<file path="config.mk">
export PLATFORM = sky130hd
export DESIGN_NAME = shift_unit_iter
export DESIGN_NICKNAME = d
export VERILOG_FILES = /design/src/rtl/shift_unit_iter.sv
export SDC_FILE = /design/constraint.sdc
export NUM_CORES = 1
export LEC_CHECK = 0
export CAP_MARGIN = 10
export CORE_ASPECT_RATIO = 1.5
export CORE_MARGIN = 4
export CORE_UTILIZATION = 51
export CTS_BUF_LIST = sky130_fd_sc_hd__clkbuf_8
export DETAILED_ROUTE_END_ITERATION = 6
export GPL_ROUTABILITY_DRIVEN = 0
export PLACE_DENSITY = 0.87
export SYNTH_ARGS = -nofsm -noshare
export SYNTH_HDL_FRONTEND = slang
export SYNTH_SLANG_ARGS = --single-unit
</file>
<file path="constraint.sdc">
create_clock -name clk -period 4.8 [get_ports clk]
set_input_delay 0.96 -clock clk [delete_from_list [all_inputs] [get_ports clk]]
set_output_delay 0.96 -clock clk [all_outputs]
set_load 0.01 [all_outputs]
</file>
<file path="src/rtl/shift_unit_iter.sv">
// Iterative shifter: LSL/LSR/ASR/ROR by 0..N-1 bits, at most STEP bits per clock.
// Uses a start/in_ready handshake for requests and out_valid/out_ready for results.
module shift_unit_iter #(
  parameter int N    = 64,
  parameter int STEP = 4,
  localparam int SW  = $clog2(N)
) (
  input  logic          clk,
  input  logic          reset,
  input  logic          start,
  input  logic [N-1:0]  a,
  input  logic [SW-1:0] shamt,
  input  logic [1:0]    op,
  output logic          in_ready,
  output logic          busy,
  output logic [N-1:0]  y,
  output logic          out_valid,
  input  logic          out_ready
);

  typedef enum logic [1:0] {IDLE, BUSY, DONE} state_t;

  localparam logic [SW:0] STEPX = (SW+1)'(STEP);

  state_t        state;
  logic [N-1:0]  acc;
  logic [N-1:0]  shifted;
  logic [SW-1:0] cnt;
  logic [1:0]    opq;
  logic [SW:0]   cntx;
  logic [SW:0]   k;
  logic [SW:0]   rem;

  // One pass of at most STEP bits; each amount is a fixed wiring pattern, so no wide barrel shifter
  always_comb begin
    cntx    = {1'b0, cnt};
    k       = (cntx < STEPX) ? cntx : STEPX;
    rem     = cntx - k;
    shifted = acc;
    for (int i = 1; i <= STEP; i++) begin
      if (k == (SW+1)'(i)) begin
        case (opq)
          2'b00: shifted = acc << i;
          2'b01: shifted = acc >> i;
          2'b10: shifted = $signed(acc) >>> i;
          2'b11: shifted = (acc >> i) | (acc << (N - i));
        endcase
      end
    end
  end

  always_ff @(posedge clk or posedge reset) begin
    if (reset) begin
      state     <= IDLE;
      acc       <= '0;
      cnt       <= '0;
      opq       <= '0;
      y         <= '0;
      in_ready  <= 1'b1;
      busy      <= 1'b0;
      out_valid <= 1'b0;
    end else begin
      case (state)
        IDLE: begin
          if (start) begin
            acc      <= a;
            cnt      <= shamt;
            opq      <= op;
            in_ready <= 1'b0;
            busy     <= 1'b1;
            if (shamt == '0) begin
              y         <= a;
              out_valid <= 1'b1;
              state     <= DONE;
            end else begin
              state <= BUSY;
            end
          end
        end
        BUSY: begin
          acc <= shifted;
          cnt <= rem[SW-1:0];
          if (rem == '0) begin
            y         <= shifted;
            out_valid <= 1'b1;
            state     <= DONE;
          end
        end
        DONE: begin
          // Retiring returns to IDLE only; a start seen on this same edge is not taken
          if (out_ready) begin
            out_valid <= 1'b0;
            busy      <= 1'b0;
            in_ready  <= 1'b1;
            state     <= IDLE;
          end
        end
        default: state <= IDLE;
      endcase
    end
  end

endmodule

</file>
==> run metrics <==
Setup crit end y[47]$_DFFE_PP0P_; maximum clock path buffer count 2; initial antenna violation count 0; Async S/R FF share, synth 100.0%; Worst-path clk slew roughly 0.1 ns; hold_buf cts 0; max_slew headroom between 20% and 30%; sequential area share after synthesis 37.05%; Final Critical Period slightly below 4 ns; core area 0.01847 mm^2; most frequent cells in the layout a21oi_1, clkdlybuf4s50_1, dfrtp_1; most common library cell in the layout ignoring fill and taps a21oi_1; TritonCTS clock tree built; I/O pin cnt 143; Root Buffer clkbuf_8; setup violators final 0; PostCTS Resize Cnt 0; Synth Area in XOR/XNOR 0%; Setup Buffers After CTS 0; Hold Vio Cnt, Final 0; CTS buffer count 17; CTS sink count between 100 and 150; peak supply drop 0.4823 mV; violated checks design-rule violations; Post-Route Utilization 62.11%; worst-path cell chain nand2_1, ha_1, or4b_1, o211a_1, or3_4, a211oi_4, buf_4, mux2_2; mux share of post-synthesis cell area 14.79%; synthesized instance count 1137; period utilization 81.05%; WL/cell around 21 um; CP Class flip-flop to flip-flop; synthesis-stage register bit count ~140; full die area 0.02098 mm^2; area grow syn2layout 20.39%; combinational family with the most area after synthesis compound AO/OA/AOI/OAI gates; antenna cell count 0; Iter 0 DRT Violations 1693; worst r2r src cnt[1]$_DFFE_PP0P_; Area contributors post-synth dfrtp_1, mux2_2, a21oi_1; r2r endpoint y[47]$_DFFE_PP0P_; first-pass GRT wire length between 40000 and 50000 um; Crit. End Element flip-flop; Total Wirelength 31140 um; final non-filler cell total approximately 1500; Critical Path Slowest Stage Cell dfrtp_4; hold crit path type flip-flop to flip-flop; Least-Margin Pin Slew approximately 1.2 ns; final net count 1285; status complete, but fails checks; RSZ-0062 raised after global routing no; critical path required time between 5 and 6 ns; Pleak 4.402 nW; ANT nets after route 0; vias in the first global route a little under 10000; num rows 61; fmax 0.2570 GHz; GRT Residual Overflow 0; r2r setup slk between 0.9 and 1 ns; syn_area_per_cell 8.380 um^2; initial core utilization 51.59%; DR vias/cell slightly below 7; H-tree depth 4; clk_skew 0.01976 ns; fraction of layout instances using a drive strength above 1 13.92%; Max FO, Critical Path 86; CP startpoint cnt[1]$_DFFE_PP0P_; I/O Buffers 142; number of library cell types mapped by synthesis 56; hold_ws 0.4809 ns; Worst Setup Start Kind flip-flop; drt drc 2; Post-synth EDFFs 0; post-synthesis compound-gate area fraction around 30%; Die X 119.6 um; Placed Cells around 1400; Syn Nets between 1000 and 1500; final slew viol count 0; pin count of the biggest net entering global routing 102; CP arrival ~4.2 ns; first-pass iteration count of the detailed router 7; dpl hpwl about 20000 um; Worst path max stage delay 1.02 ns; Clk Latency, worst-skew pair 0.48 ns; setup tns final 0 ns; PwrDens 852.0 mW/mm^2; simple-gate area share of the yosys netlist 12.99%; routed vias 10150; max cap viols 0; Synth Area in Adders less than 1%; top_reg_cell synth dfrtp_1; FF-to-FF path depth 8; Die Ht 175.4 um; gr usage total 29.04%; YS warnings 0; Synth area leader dfrtp_1; Post-Syn Area approximately 0.0095 mm^2; Yosys top cell area share 36.77%
-- layout make-up --
cell class                 count  area (um^2)
clock inverter                15        220.2
fill                        1582         6999
tap                          252        315.3
sequential                   141         3537
inverter                      14        57.56
clock buffer                  17        234.0
timing repair buffer         159         1574
multi-input combinational    875         5533
-- cell usage after synthesis (7+ instances only) --
cell	number
o211ai_1	22
nor3_1	43
a311oi_1	50
a21oi_1	187
nand2_1	106
a211o_1	7
dfrtp_1	140
o21ai_0	87
nor2_1	78
inv_1	12
mux2i_1	17
mux2_2	104
a31oi_1	64
nand3_1	26
a22oi_1	7
clkbuf_1	97
-- worst min-delay path by stage --
stage	startpoint	to	slack [ns]	cells past startpoint
final	out_valid$_DFFE_PP0P_	out_valid$_DFFE_PP0P_	0.48	2
after global routing	y[2]$_DFFE_PP0P_	y[2]$_DFFE_PP0P_	0.52	1
after CTS	out_valid$_DFFE_PP0P_	out_valid$_DFFE_PP0P_	0.49	2
after detailed placement	out_valid$_DFFE_PP0P_	out_valid$_DFFE_PP0P_	0.47	2
after global placement	out_valid$_DFFE_PP0P_	out_valid$_DFFE_PP0P_	0.46	2
after floorplan	acc[46]$_DFFE_PP0P_	acc[46]$_DFFE_PP0P_	0.48	2
-- sequential cells by signal (all words and copies together), names as in the netlist --
register / cells
acc: 64
busy: 1
cnt: 6
in_ready: 1
opq: 2
out_valid: 1
state: 2
y: 64
-- routing by layer --
metal,global-route usage (%),routed length (um),up-vias
met3,5.284,2946,205
met1,34.07,10750,4687
met4,18.01,2179,0
li1,-,-,4432
met5,0,0,-
met2,49.06,15260,828
-- worst max-delay path, delay by kind of cell (launching register included) --
kind                       cells  cell delay [ns]
buffers and inverters          1             0.55
muxes                          1             0.41
adders and majority gates      1             0.30
AOI/OAI and AO/OA              2             0.41
and+or+nand+nor                3             1.02
DFF                            1             1.02
-- cells by family after synthesis --
logic type,count (synthesis)
compound gates,466
fa+ha+maj,1
buf+inv,121
flops,141
mux,125
other cells,1
simple gates,282
-- where the power goes --
group | internal, mW | total (mW) | switching [mW]
clock network | 0.619 | 1.13 | 0.509
logic | 2.61 | 6.02 | 3.40
registers | 1.82 | 2.63 | 0.814
-- per-stage QoR --
| stage | total power [mW] | setup WS [ns] | cell area (um^2) |
|---|---|---|---|
| 3_5_place_dp | 8.441 | 1.024 | 11020 |
| 6_report | 9.773 | 0.9095 | 11470 |
| 3_3_place_gp | 8.246 | 1.156 | 11020 |
| 4_1_cts | 9.594 | 0.9885 | 11470 |
| 2_1_floorplan | 6.625 | 0.06043 | 9528 |
| 5_1_grt | 10.38 | 0.7150 | 11470 |
Note: power is estimated with default switching activity, not from simulation.
